### config.mk
export PLATFORM = sky130hd
export DESIGN_NAME = fp_sign_resolve
export DESIGN_NICKNAME = d
export VERILOG_FILES = /design/src/rtl/fp_sign_pkg.sv /design/src/rtl/sign_ctx_fifo.sv /design/src/rtl/fp_sign_resolve.sv
export SDC_FILE = /design/constraint.sdc
export NUM_CORES = 1
export LEC_CHECK = 0
export ABC_AREA = 1
export ABC_CLOCK_PERIOD_IN_PS = 2500
export BUFFER_PORTS_ARGS = -buffer_cell sky130_fd_sc_hd__buf_4
export CAP_MARGIN = 40
export CELL_PAD_IN_SITES_DETAIL_PLACEMENT = 0
export CELL_PAD_IN_SITES_GLOBAL_PLACEMENT = 1
export CORE_ASPECT_RATIO = 0.9
export CORE_MARGIN = 2
export CORE_UTILIZATION = 47
export CTS_BUF_LIST = sky130_fd_sc_hd__clkbuf_8
export CTS_CLUSTER_SIZE = 10
export DETAILED_ROUTE_END_ITERATION = 16
export PLACE_DENSITY = 0.79
export SYNTH_ARGS = -nofsm -noshare
export SYNTH_HDL_FRONTEND = slang
export SYNTH_SLANG_ARGS = --single-unit
### constraint.sdc
create_clock -name clk_i -period 2.5 [get_ports clk_i]
set_input_delay 0.125 -clock clk_i [delete_from_list [all_inputs] [get_ports clk_i]]
set_output_delay 0.125 -clock clk_i [all_outputs]
set_load 0.005 [all_outputs]
### src/rtl/fp_sign_pkg.sv
// Shared types and the sign-resolution rule for the vector FP add/sub result path.
// Pure package: no latency, no flow control.
// Used by fp_sign_resolve, sign_ctx_fifo and the scalar FPU checker.
//
// CTX_TAG_W is the tag width stored in every context entry. It is the widest
// tag any instance may use. Narrower instances zero-extend on write and
// truncate on read.
package fp_sign_pkg;

    localparam int CTX_TAG_W = 16;

    typedef struct packed {
        logic                 sa;       // sign of A
        logic                 sb_e;     // effective sign of B (op inversion applied)
        logic                 swap;     // B was the larger-exponent operand
        logic                 eff_sub;  // signs differ -> magnitudes are subtracted
        logic [CTX_TAG_W-1:0] tag;
    } sign_ctx_t;

    // Rules for the result sign:
    // - Same-sign add: the result keeps A's sign.
    // - Exact cancellation: the result is +0, except under round-down, where it is -0.
    // - Otherwise: the sign of the larger operand is used, flipped if the mantissa
    //   subtraction borrowed. A borrow means the operand that exponent compare
    //   chose as larger was in fact smaller.
    function automatic logic resolve_sign(input sign_ctx_t ctx,
                                          input logic      mag_zero,
                                          input logic      mag_neg,
                                          input logic      rdn);
        logic s_big;
        logic unused_tag;
        unused_tag = ^ctx.tag;
        s_big      = ctx.swap ? ctx.sb_e : ctx.sa;
        if (!ctx.eff_sub) begin
            return ctx.sa;
        end else if (mag_zero) begin
            return rdn;
        end else begin
            return s_big ^ mag_neg;
        end
    endfunction

endpackage

### src/rtl/sign_ctx_fifo.sv
// DEPTH-entry synchronous FIFO of sign_ctx_t contexts.
// Latency: a write is readable from the cycle after the write (no bypass).
// Backpressure: a write while full and a read while empty are ignored. The caller gates both.
//
// Ports: clk_i, rst_ni (async active-low), wr_en_i/wr_dat_i (push),
//        rd_en_i/rd_dat_o (pop, head shown combinationally), full_o, empty_o, count_o.
module sign_ctx_fifo
    import fp_sign_pkg::*;
#(
    parameter int DEPTH = 4
) (
    input  logic                       clk_i,
    input  logic                       rst_ni,
    input  logic                       wr_en_i,
    input  sign_ctx_t                  wr_dat_i,
    input  logic                       rd_en_i,
    output sign_ctx_t                  rd_dat_o,
    output logic                       full_o,
    output logic                       empty_o,
    output logic [$clog2(DEPTH):0]     count_o
);

    localparam int AW = $clog2(DEPTH);

    logic [AW-1:0] wr_ptr_q, wr_ptr_d;
    logic [AW-1:0] rd_ptr_q, rd_ptr_d;
    logic [AW:0]   cnt_q, cnt_d;
    sign_ctx_t     mem_q [DEPTH];

    logic do_wr;
    logic do_rd;

    assign full_o  = (cnt_q == (AW+1)'(DEPTH));
    assign empty_o = (cnt_q == '0);
    assign count_o = cnt_q;

    // Full is judged on the registered count. Because of that, a pop in the same
    // cycle never makes room for a push.
    assign do_wr = wr_en_i & ~full_o;
    assign do_rd = rd_en_i & ~empty_o;

    assign rd_dat_o = mem_q[rd_ptr_q];

    // DEPTH is a power of two, so the pointers wrap on natural overflow.
    always_comb begin
        wr_ptr_d = wr_ptr_q;
        rd_ptr_d = rd_ptr_q;
        cnt_d    = cnt_q;
        if (do_wr) wr_ptr_d = wr_ptr_q + 1'b1;
        if (do_rd) rd_ptr_d = rd_ptr_q + 1'b1;
        case ({do_wr, do_rd})
            2'b10:   cnt_d = cnt_q + 1'b1;
            2'b01:   cnt_d = cnt_q - 1'b1;
            default: cnt_d = cnt_q;
        endcase
    end

    always_ff @(posedge clk_i or negedge rst_ni) begin
        if (!rst_ni) begin
            wr_ptr_q <= '0;
            rd_ptr_q <= '0;
            cnt_q    <= '0;
        end else begin
            wr_ptr_q <= wr_ptr_d;
            rd_ptr_q <= rd_ptr_d;
            cnt_q    <= cnt_d;
        end
    end

    // Storage needs no reset: an entry is only read after it has been written.
    always_ff @(posedge clk_i) begin
        if (do_wr) mem_q[wr_ptr_q] <= wr_dat_i;
    end

endmodule

### src/rtl/fp_sign_resolve.sv
// Result-side sign resolution for the FP add/sub path: stores the issue-side sign context and resolves the sign from the mantissa flags.
// Latency: push at t, mantissa flags accepted at t+1, registered result valid at t+2. Throughput is one result per cycle.
// Backpressure: in_ready_o drops when the context FIFO is full. mag_ready_o drops when the FIFO is empty or the output is stalled.
//
// Ports: clk_i, rst_ni (async active-low)
//        issue side : in_valid_i/in_ready_o, sa_i, sb_i, swap_i, sub_i, tag_i
//        mantissa   : mag_valid_i/mag_ready_o, mag_zero_i, mag_neg_i, rdn_i
//        result     : out_valid_o/out_ready_i, sign_o, eff_sub_o, tag_o
// Optional: define FP_SIGN_RESOLVE_ERR_EN to add err_o. err_o is a sticky
// context-underflow flag, cleared only by reset.
// TAG_W must not exceed fp_sign_pkg::CTX_TAG_W.
module fp_sign_resolve
    import fp_sign_pkg::*;
#(
    parameter int DEPTH = 4,
    parameter int TAG_W = 4
) (
    input  logic             clk_i,
    input  logic             rst_ni,
    input  logic             in_valid_i,
    output logic             in_ready_o,
    input  logic             sa_i,
    input  logic             sb_i,
    input  logic             swap_i,
    input  logic             sub_i,
    input  logic [TAG_W-1:0] tag_i,
    input  logic             mag_valid_i,
    output logic             mag_ready_o,
    input  logic             mag_zero_i,
    input  logic             mag_neg_i,
    input  logic             rdn_i,
    output logic             out_valid_o,
    input  logic             out_ready_i,
    output logic             sign_o,
    output logic             eff_sub_o,
`ifdef FP_SIGN_RESOLVE_ERR_EN
    output logic             err_o,
`endif
    output logic [TAG_W-1:0] tag_o
);

    sign_ctx_t              push_ctx;
    sign_ctx_t              head_ctx;
    logic                   fifo_full;
    logic                   fifo_empty;
    logic [$clog2(DEPTH):0] fifo_count;
    logic                   push;
    logic                   pop;
    logic                   unused_ctx;

    logic             out_valid_q, out_valid_d;
    logic             sign_q,      sign_d;
    logic             eff_sub_q,   eff_sub_d;
    logic [TAG_W-1:0] tag_q,       tag_d;

    // Fold the op inversion into B's sign at issue. Eff_sub is then a single
    // compare of two signs.
    always_comb begin
        push_ctx         = '0;
        push_ctx.sa      = sa_i;
        push_ctx.sb_e    = sb_i ^ sub_i;
        push_ctx.swap    = swap_i;
        push_ctx.eff_sub = sa_i ^ (sb_i ^ sub_i);
        push_ctx.tag     = CTX_TAG_W'(tag_i);
    end

    assign in_ready_o  = ~fifo_full;
    assign push        = in_valid_i & in_ready_o;
    // A result may be consumed only if the output slot is free or drains this cycle.
    assign mag_ready_o = ~fifo_empty & (~out_valid_q | out_ready_i);
    assign pop         = mag_valid_i & mag_ready_o;

    sign_ctx_fifo #(
        .DEPTH (DEPTH)
    ) u_ctx_fifo (
        .clk_i    (clk_i),
        .rst_ni   (rst_ni),
        .wr_en_i  (push),
        .wr_dat_i (push_ctx),
        .rd_en_i  (pop),
        .rd_dat_o (head_ctx),
        .full_o   (fifo_full),
        .empty_o  (fifo_empty),
        .count_o  (fifo_count)
    );

    // The occupancy count is exported only for debug. The upper tag bits exist
    // only when TAG_W is narrower than the storage width.
    assign unused_ctx = ^{fifo_count, head_ctx.tag};

    always_comb begin
        out_valid_d = out_valid_q;
        sign_d      = sign_q;
        eff_sub_d   = eff_sub_q;
        tag_d       = tag_q;
        if (pop) begin
            out_valid_d = 1'b1;
            sign_d      = resolve_sign(head_ctx, mag_zero_i, mag_neg_i, rdn_i);
            eff_sub_d   = head_ctx.eff_sub;
            tag_d       = head_ctx.tag[TAG_W-1:0];
        end else if (out_ready_i) begin
            out_valid_d = 1'b0;
        end
    end

    always_ff @(posedge clk_i or negedge rst_ni) begin
        if (!rst_ni) begin
            out_valid_q <= 1'b0;
            sign_q      <= 1'b0;
            eff_sub_q   <= 1'b0;
            tag_q       <= '0;
        end else begin
            out_valid_q <= out_valid_d;
            sign_q      <= sign_d;
            eff_sub_q   <= eff_sub_d;
            tag_q       <= tag_d;
        end
    end

    assign out_valid_o = out_valid_q;
    assign sign_o      = sign_q;
    assign eff_sub_o   = eff_sub_q;
    assign tag_o       = tag_q;

`ifdef FP_SIGN_RESOLVE_ERR_EN
    // Flags arriving with no stored context mean the mantissa path and the
    // issue side have lost step. The flag latches until reset.
    logic err_q;
    always_ff @(posedge clk_i or negedge rst_ni) begin
        if (!rst_ni) begin
            err_q <= 1'b0;
        end else if (mag_valid_i & fifo_empty) begin
            err_q <= 1'b1;
        end
    end
    assign err_o = err_q;
`endif

endmodule
# Word-level counts from Yosys, hierarchy flattened
# Memory sizes are Yosys's and may differ from the RTL's.
# Cells that the tools add are included.
totals:
  mem_count: 1
  mem_bits_ro: 0
  output_inout_bits: 9
  in_bits: 16
  reg_bits: 14
  ramBits: 32
  word_cells: 38
  latch_bits: 0
mem_list:
  columns: ["memory", "depth", "width", "read_ports", "rd_clocked_by_memory_dff", "wr", "line_no", "source"]
  rows:
  - ["u_ctx_fifo.mem_q", 4, 8, 1, 0, 1, "sign_ctx_fifo.sv:28", "sign_ctx_t mem_q [DEPTH];"]
classes:
  div_mod_pow: 0
  addsub: 4
  magnitude_cmp: 0
  n_mul: 0
  eq_ne: 3
  shifts: 0
  bitwise: 12
  n_reduce_logical: 3
  mux: 8
op_table:
  columns: ["op", "count"]
  rows:
  - ["1-bit two-way mux", 7]
  - ["3-bit case mux with 2 select lines", 1]
  - ["1-bit bitwise AND", 5]
  - ["2-bit by 1-bit adder with 2-bit output (second input constant)", 2]
  - ["2-bit nonzero test", 2]
  - ["3-bit by 1-bit adder with 3-bit output (second input constant)", 1]
  - ["3-bit equality test (second input constant)", 1]
  - ["3-bit zero test", 1]
  - ["1-bit inverter", 3]
  - ["3-bit by 1-bit subtractor with 3-bit output (second input constant)", 1]
  - ["1-bit bitwise XOR", 3]
  - ["2-bit by 1-bit equality test with 1-bit output (second input constant)", 1]
  - ["2-bit equality test (second input constant)", 1]
  - ["1-bit OR", 1]

# Logic depth before layout (Yosys ltp)
logic_depth:
  depth_word: 7
  depth_mapped: 13

# By module
# Synthesis repeated with hierarchy kept, for this count alone.
hier_totals:
  hier_cells: 350
  hier_area_um2: 4065.1
by_module_without_submodules:
  columns: ["mod", "seq_area_each_um2", "instances", "cells_each", "area_each_um2"]
  rows:
  - ["sign_ctx_fifo", 2577.5, 1, 294, 3669.8]
  - ["fp_sign_resolve", 175.2, 1, 56, 395.4]

# Worst setup path after synthesis
# Ideal clock, no wire load.
synth_timing:
  kind: "register -> register"
  startpoint: "reg u_ctx_fifo.cnt_q[1], in the netlist u_ctx_fifo.count_o[1]"
  endpoint: "reg u_ctx_fifo.cnt_q[2], in the netlist u_ctx_fifo.count_o[2]"
  setup_time_ns: 0.131
  path_buffers: 0
  path_stages_with_launch: 10
  required_time_ns: 2.369
  t_arrival_ns: 1.769
  slack_ns: 0.601
  cell_sequence: "dfrtp_1 > nor2_1 > nand2_1 > nand2_1 > ha_1 > inv_1 > fa_1 > a21oi_1 > o21ai_0 > xor2_1"
synth_lines:
  columns: ["item", "line_no", "source"]
  rows:
  - ["start, declared", "sign_ctx_fifo.sv:27", "logic [AW:0] cnt_q, cnt_d;"]
  - ["start signal, assigned", "sign_ctx_fifo.sv:66", "cnt_q <= cnt_d;"]
  - ["3-bit equality test (*)", "sign_ctx_fifo.sv:33", "assign full_o = (cnt_q == (AW+1)'(DEPTH));"]
  - ["1-bit inverter (*)", "fp_sign_resolve.sv:67", "assign in_ready_o = ~fifo_full;"]
  - ["net in_ready_o", "fp_sign_resolve.sv:21", "output logic in_ready_o,"]
  - ["1-bit bitwise AND", "fp_sign_resolve.sv:68", "assign push = in_valid_i & in_ready_o;"]
  - ["1-bit bitwise AND (*)", "sign_ctx_fifo.sv:39", "assign do_wr = wr_en_i & ~full_o;"]
  - ["2-bit by 1-bit equality test with 1-bit output or 2-bit equality test (tied branches)", "sign_ctx_fifo.sv:51", "case ({do_wr, do_rd})"]
  - ["3-bit case mux with 2 select lines or 2-bit nonzero test (tied branches)", null, null]
# The timed path passes the listed nets; every way through them passes the cells marked *.
# A chain may end at the register's enable or synchronous reset.

# Final worst setup path
layout_timing:
  startpoint: "reg u_ctx_fifo.cnt_q[0], in the netlist u_ctx_fifo.count_o[0]"
  endpoint: "reg u_ctx_fifo.cnt_q[2], in the netlist u_ctx_fifo.count_o[2]"
layout_via:
  elab_chain_len: 7
layout_lines:
  columns: ["item", "line_no", "source"]
  rows:
  - ["3-bit zero test", "sign_ctx_fifo.sv:34", "assign empty_o = (cnt_q == '0);"]
  - ["1-bit inverter", "sign_ctx_fifo.sv:40, fp_sign_resolve.sv:70", null]
  - ["1-bit bitwise AND", "fp_sign_resolve.sv:70", "assign mag_ready_o = ~fifo_empty & (~out_valid_q | out_ready_i);"]
  - ["1-bit bitwise AND", "fp_sign_resolve.sv:71", "assign pop = mag_valid_i & mag_ready_o;"]
  - ["1-bit bitwise AND", "sign_ctx_fifo.sv:40", "assign do_rd = rd_en_i & ~empty_o;"]
  - ["2-bit by 1-bit equality test with 1-bit output or 2-bit equality test (tied branches)", "sign_ctx_fifo.sv:51", null]
  - ["3-bit case mux with 2 select lines or 2-bit nonzero test (tied branches)", null, null]
# Parallel ways exist; a longest one is shown, timed or not.

==> results.toml <==
[status]
status = "complete, no violations"

[clock_tree]
cts.sinks = 46
clkSlewWorstSetupHoldPaths_ns = 0.07
numCtsBuffers = 5
clock_path_buffers = 2
h-tree-depth = 2
clkLatencyLatePin_ns = 0.29
root_buffer = "clkbuf_8"
cts_setup_buffers = 0
cts_tree = "done"

[cells_and_area]
multi_input_area_um2 = 561
nNetsFinal = 239
seq_area_um2 = 1310
area_growth_syn_to_layout_pct = 16.7
antenna_cells = 0
drive_above_1_share_pct = 18.0
n_fill_cell = 340

[floorplanning]
core_area_um2 = 4100
dieArea_um2 = 4810
die_w_um = 72.9
start_util_pct = 48.9
rows = 22
io_pins = 25
die_h_um = 66.0

[detailed_routing]
first_iter_violations = 43
avgRoutedWirePerCell_um = 13.1
drt-pass1-iter-count = 4
via_per_inst = 5.07
drtAntennaViolNets = 0
drc = 0
dr_total_vias = 1344
wl_um = 3460

[setup_path]
critPathMostFrequentCell = "nand2_1"
critPathMaxStageDelay_ns = 0.41
path_cells = "nor2_1, nand2_1, nand2_1, ha_1, inv_1, fa_1, a21oi_1, o21ai_0, xor2_1"
arrival_ns = 2.30
critPathCaptureType = "register"
timing_worst_setup_path_type = "register to register"
critical-path-slowest-cell = "dfrtp_1"
ff2ff_path_depth = 9
crit_path_max_fanout = 8
worst_setup_path_start_kind = "register"
worst_ep_required_time_ns = 2.67

[global_route]
antenna_found_initial = 0
grt_use_total_pct = 16.7
grt_pass1_wl_um = 5910
grt_overflow_total = 0
grt_pass1_vias = 1345
grt_max_degree = 19

[synth]
netlist_top_cells_count = "nand2_1, edfxtp_1, inv_1, nor2_1, dfrtp_1"
syn-instance-count = 184
synth_top_area_share_pct = 47.9
yosys_warnings = 0
ys_ff_latch = 46
yosysMostFrequentCell = "nand2_1"
synth_ff_type = "edfxtp_1"
synth.area.top_cells = "edfxtp_1, dfrtp_1, nand2_1"
yosysUniqueCellTypes = 19
syn_area_um2 = 2010
synth_edf_count = 32
synth_seq_area_share_pct = 65.4
async_reset_ff_share_pct = 30.4
yosysTopAreaCell = "edfxtp_1"
syn-num-nets = 206
avgSynthCellArea_um2 = 10.9

[placement]
gp_congestion = 0.724
preCtsSetupSlack_ns = 0.366
port_buffers = 24
dpl.hpwl_um = 2450

[sta]
tns_ns = 0
fmax_mhz = 468
hold_violations = 0
rsz0062_at_grt = "false"
fin_crit_ns = 2.14
fin_ws_ns = 0.365
tightest_slew_ns = 0.409
fin_crit_sh_pct = 85.4
holdWs_ns = 0.0154
skew_ns = 0.00544
drv_slew = 0
finalSetupViolCount = 0
slew_headroom_pct = 72.7

[job]
maxCapViolations = 0

[min_path]
hold_depth = 2
hold_path_class = "input pin to register"

[power]
combPwrFrac_pct = 38.0
p_int_mw = 1.63
p_clk_share_pct = 15.7
p_leak_nw = 1.06
swShare_pct = 36.1
power_density_nw_per_um2 = 1090
p_seq_share_pct = 46.3
vdd_ir_drop_max_mv = 0.490
switchingPower_uw = 921
-- logic make-up (layout without fill, tap and decap cells) --
kind of cell | count (synthesis) | count (layout) | share of synthesized area [%]
xor gates and xnor gates | 7 | 7 | 3.06
buffers and inverters | 30 | 63 | 6.68
DFF | 46 | 46 | 65.4
AOI/OAI and AO/OA | 24 | 24 | 6.99
and+or+nand+nor | 71 | 71 | 13.8
adders and majority gates | 6 | 6 | 4.12
-- sequential cells by signal, indices dropped and copies added, names as in the netlist --
name	count
u_ctx_fifo.mem_q	32
tag_o	4
u_ctx_fifo.count_o	3
u_ctx_fifo.rd_ptr_q	2
u_ctx_fifo.wr_ptr_q	2
eff_sub_o	1
out_valid_o	1
sign_o	1
-- cell usage in the layout, fill, tap and decap left out --
master,synthesis,layout
o22ai_1,4,4
o21ai_0,13,13
xor2_1,6,6
dfrtp_1,14,14
buf_4,0,30
inv_4,1,1
inv_1,24,26
xnor2_1,1,1
edfxtp_1,32,32
a21oi_1,3,3
clkbuf_8,0,5
o22a_1,1,1
ha_1,5,5
dlygate4sd3_1,0,1
fa_1,1,1
nand3_1,8,8
nor2_1,18,18
a21oi_2,2,2
nand2_1,45,45
o21ai_2,1,1
-- area by class of cell --
cell class                 instances  area share (%)
clock inverter                     2           0.321
inverter                          25            4.12
multi-input combinational        108            24.0
tap                               48            2.57
clock buffer                       5            2.94
timing repair buffer              31            10.1
sequential                        46            56.0
-- worst max-delay path, delay by kind of cell, from the launching register on --
kind | cells | cell delay [ns]
fa+ha+maj | 2 | 0.60
simple gates | 3 | 0.50
flops | 1 | 0.41
compound gates | 2 | 0.29
xor+xnor | 1 | 0.15
buf+inv | 1 | 0.07
-- repair_timing --
action | in CTS | in global routing
endpoints found under the setup margin | 0 | 0
endpoints found under the hold margin | 14 | 0
hold buffers | 1 | 0
gates resized for setup | 0 | 0
-- power by group through the flow --
| stage | logic [mW] | registers, mW | clock network, mW |
|---|---|---|---|
| after floorplan | 0.705 | 1.14 | 0 |
| after global placement | 0.948 | 1.19 | 0 |
| after detailed placement | 0.980 | 1.20 | 0 |
| after CTS | 0.986 | 1.18 | 0.408 |
| after global routing | 1.12 | 1.21 | 0.451 |
| final | 0.969 | 1.18 | 0.400 |
-- layer usage --
| metal | part of all wire [%] | GRT usage (%) | vias up |
|---|---|---|---|
| li1 | - | - | 663 |
| met1 | 43 | 19.7 | 648 |
| met2 | 51 | 28.4 | 29 |
| met3 | 5.0 | 5.95 | 4 |
| met4 | 0.66 | 5.32 | 0 |
| met5 | 0 | 0 | - |
-- final timing paths --
check / start / end / slack (ns)
min in group asynchronous: rst_ni / tag_o[3]$_DFFE_PN0N_ / 0.22
hold / removal: out_ready_i / out_valid_o$_DFFE_PN0P_ / 0.02
setup / recovery: u_ctx_fifo.count_o[0]$_DFFE_PN0P_ / u_ctx_fifo.count_o[2]$_DFFE_PN0P_ / 0.36
max in group asynchronous: rst_ni / u_ctx_fifo.rd_ptr_q[0]$_DFFE_PN0P_ / 2.11
setup reg to reg: u_ctx_fifo.count_o[0]$_DFFE_PN0P_ / u_ctx_fifo.count_o[2]$_DFFE_PN0P_ / 0.36
hold reg to reg: tag_o[0]$_DFFE_PN0N_ / tag_o[0]$_DFFE_PN0N_ / 0.48
-- through the flow --
| step | power, mW | utilization, % | instance area, um2 | instances |
|---|---|---|---|---|
| 5_1_grt | 2.78 | 57.0 | 2340 | 265 |
| 6_report | 2.55 | 57.0 | 2340 | 265 |
| 2_1_floorplan | 1.84 | - | 2010 | 184 |
| 3_5_place_dp | 2.18 | 54.9 | 2250 | 257 |
| 3_3_place_gp | 2.14 | 54.9 | 2250 | 257 |
| 4_1_cts | 2.58 | 57.0 | 2340 | 265 |
(Power assumes the default switching activity.)
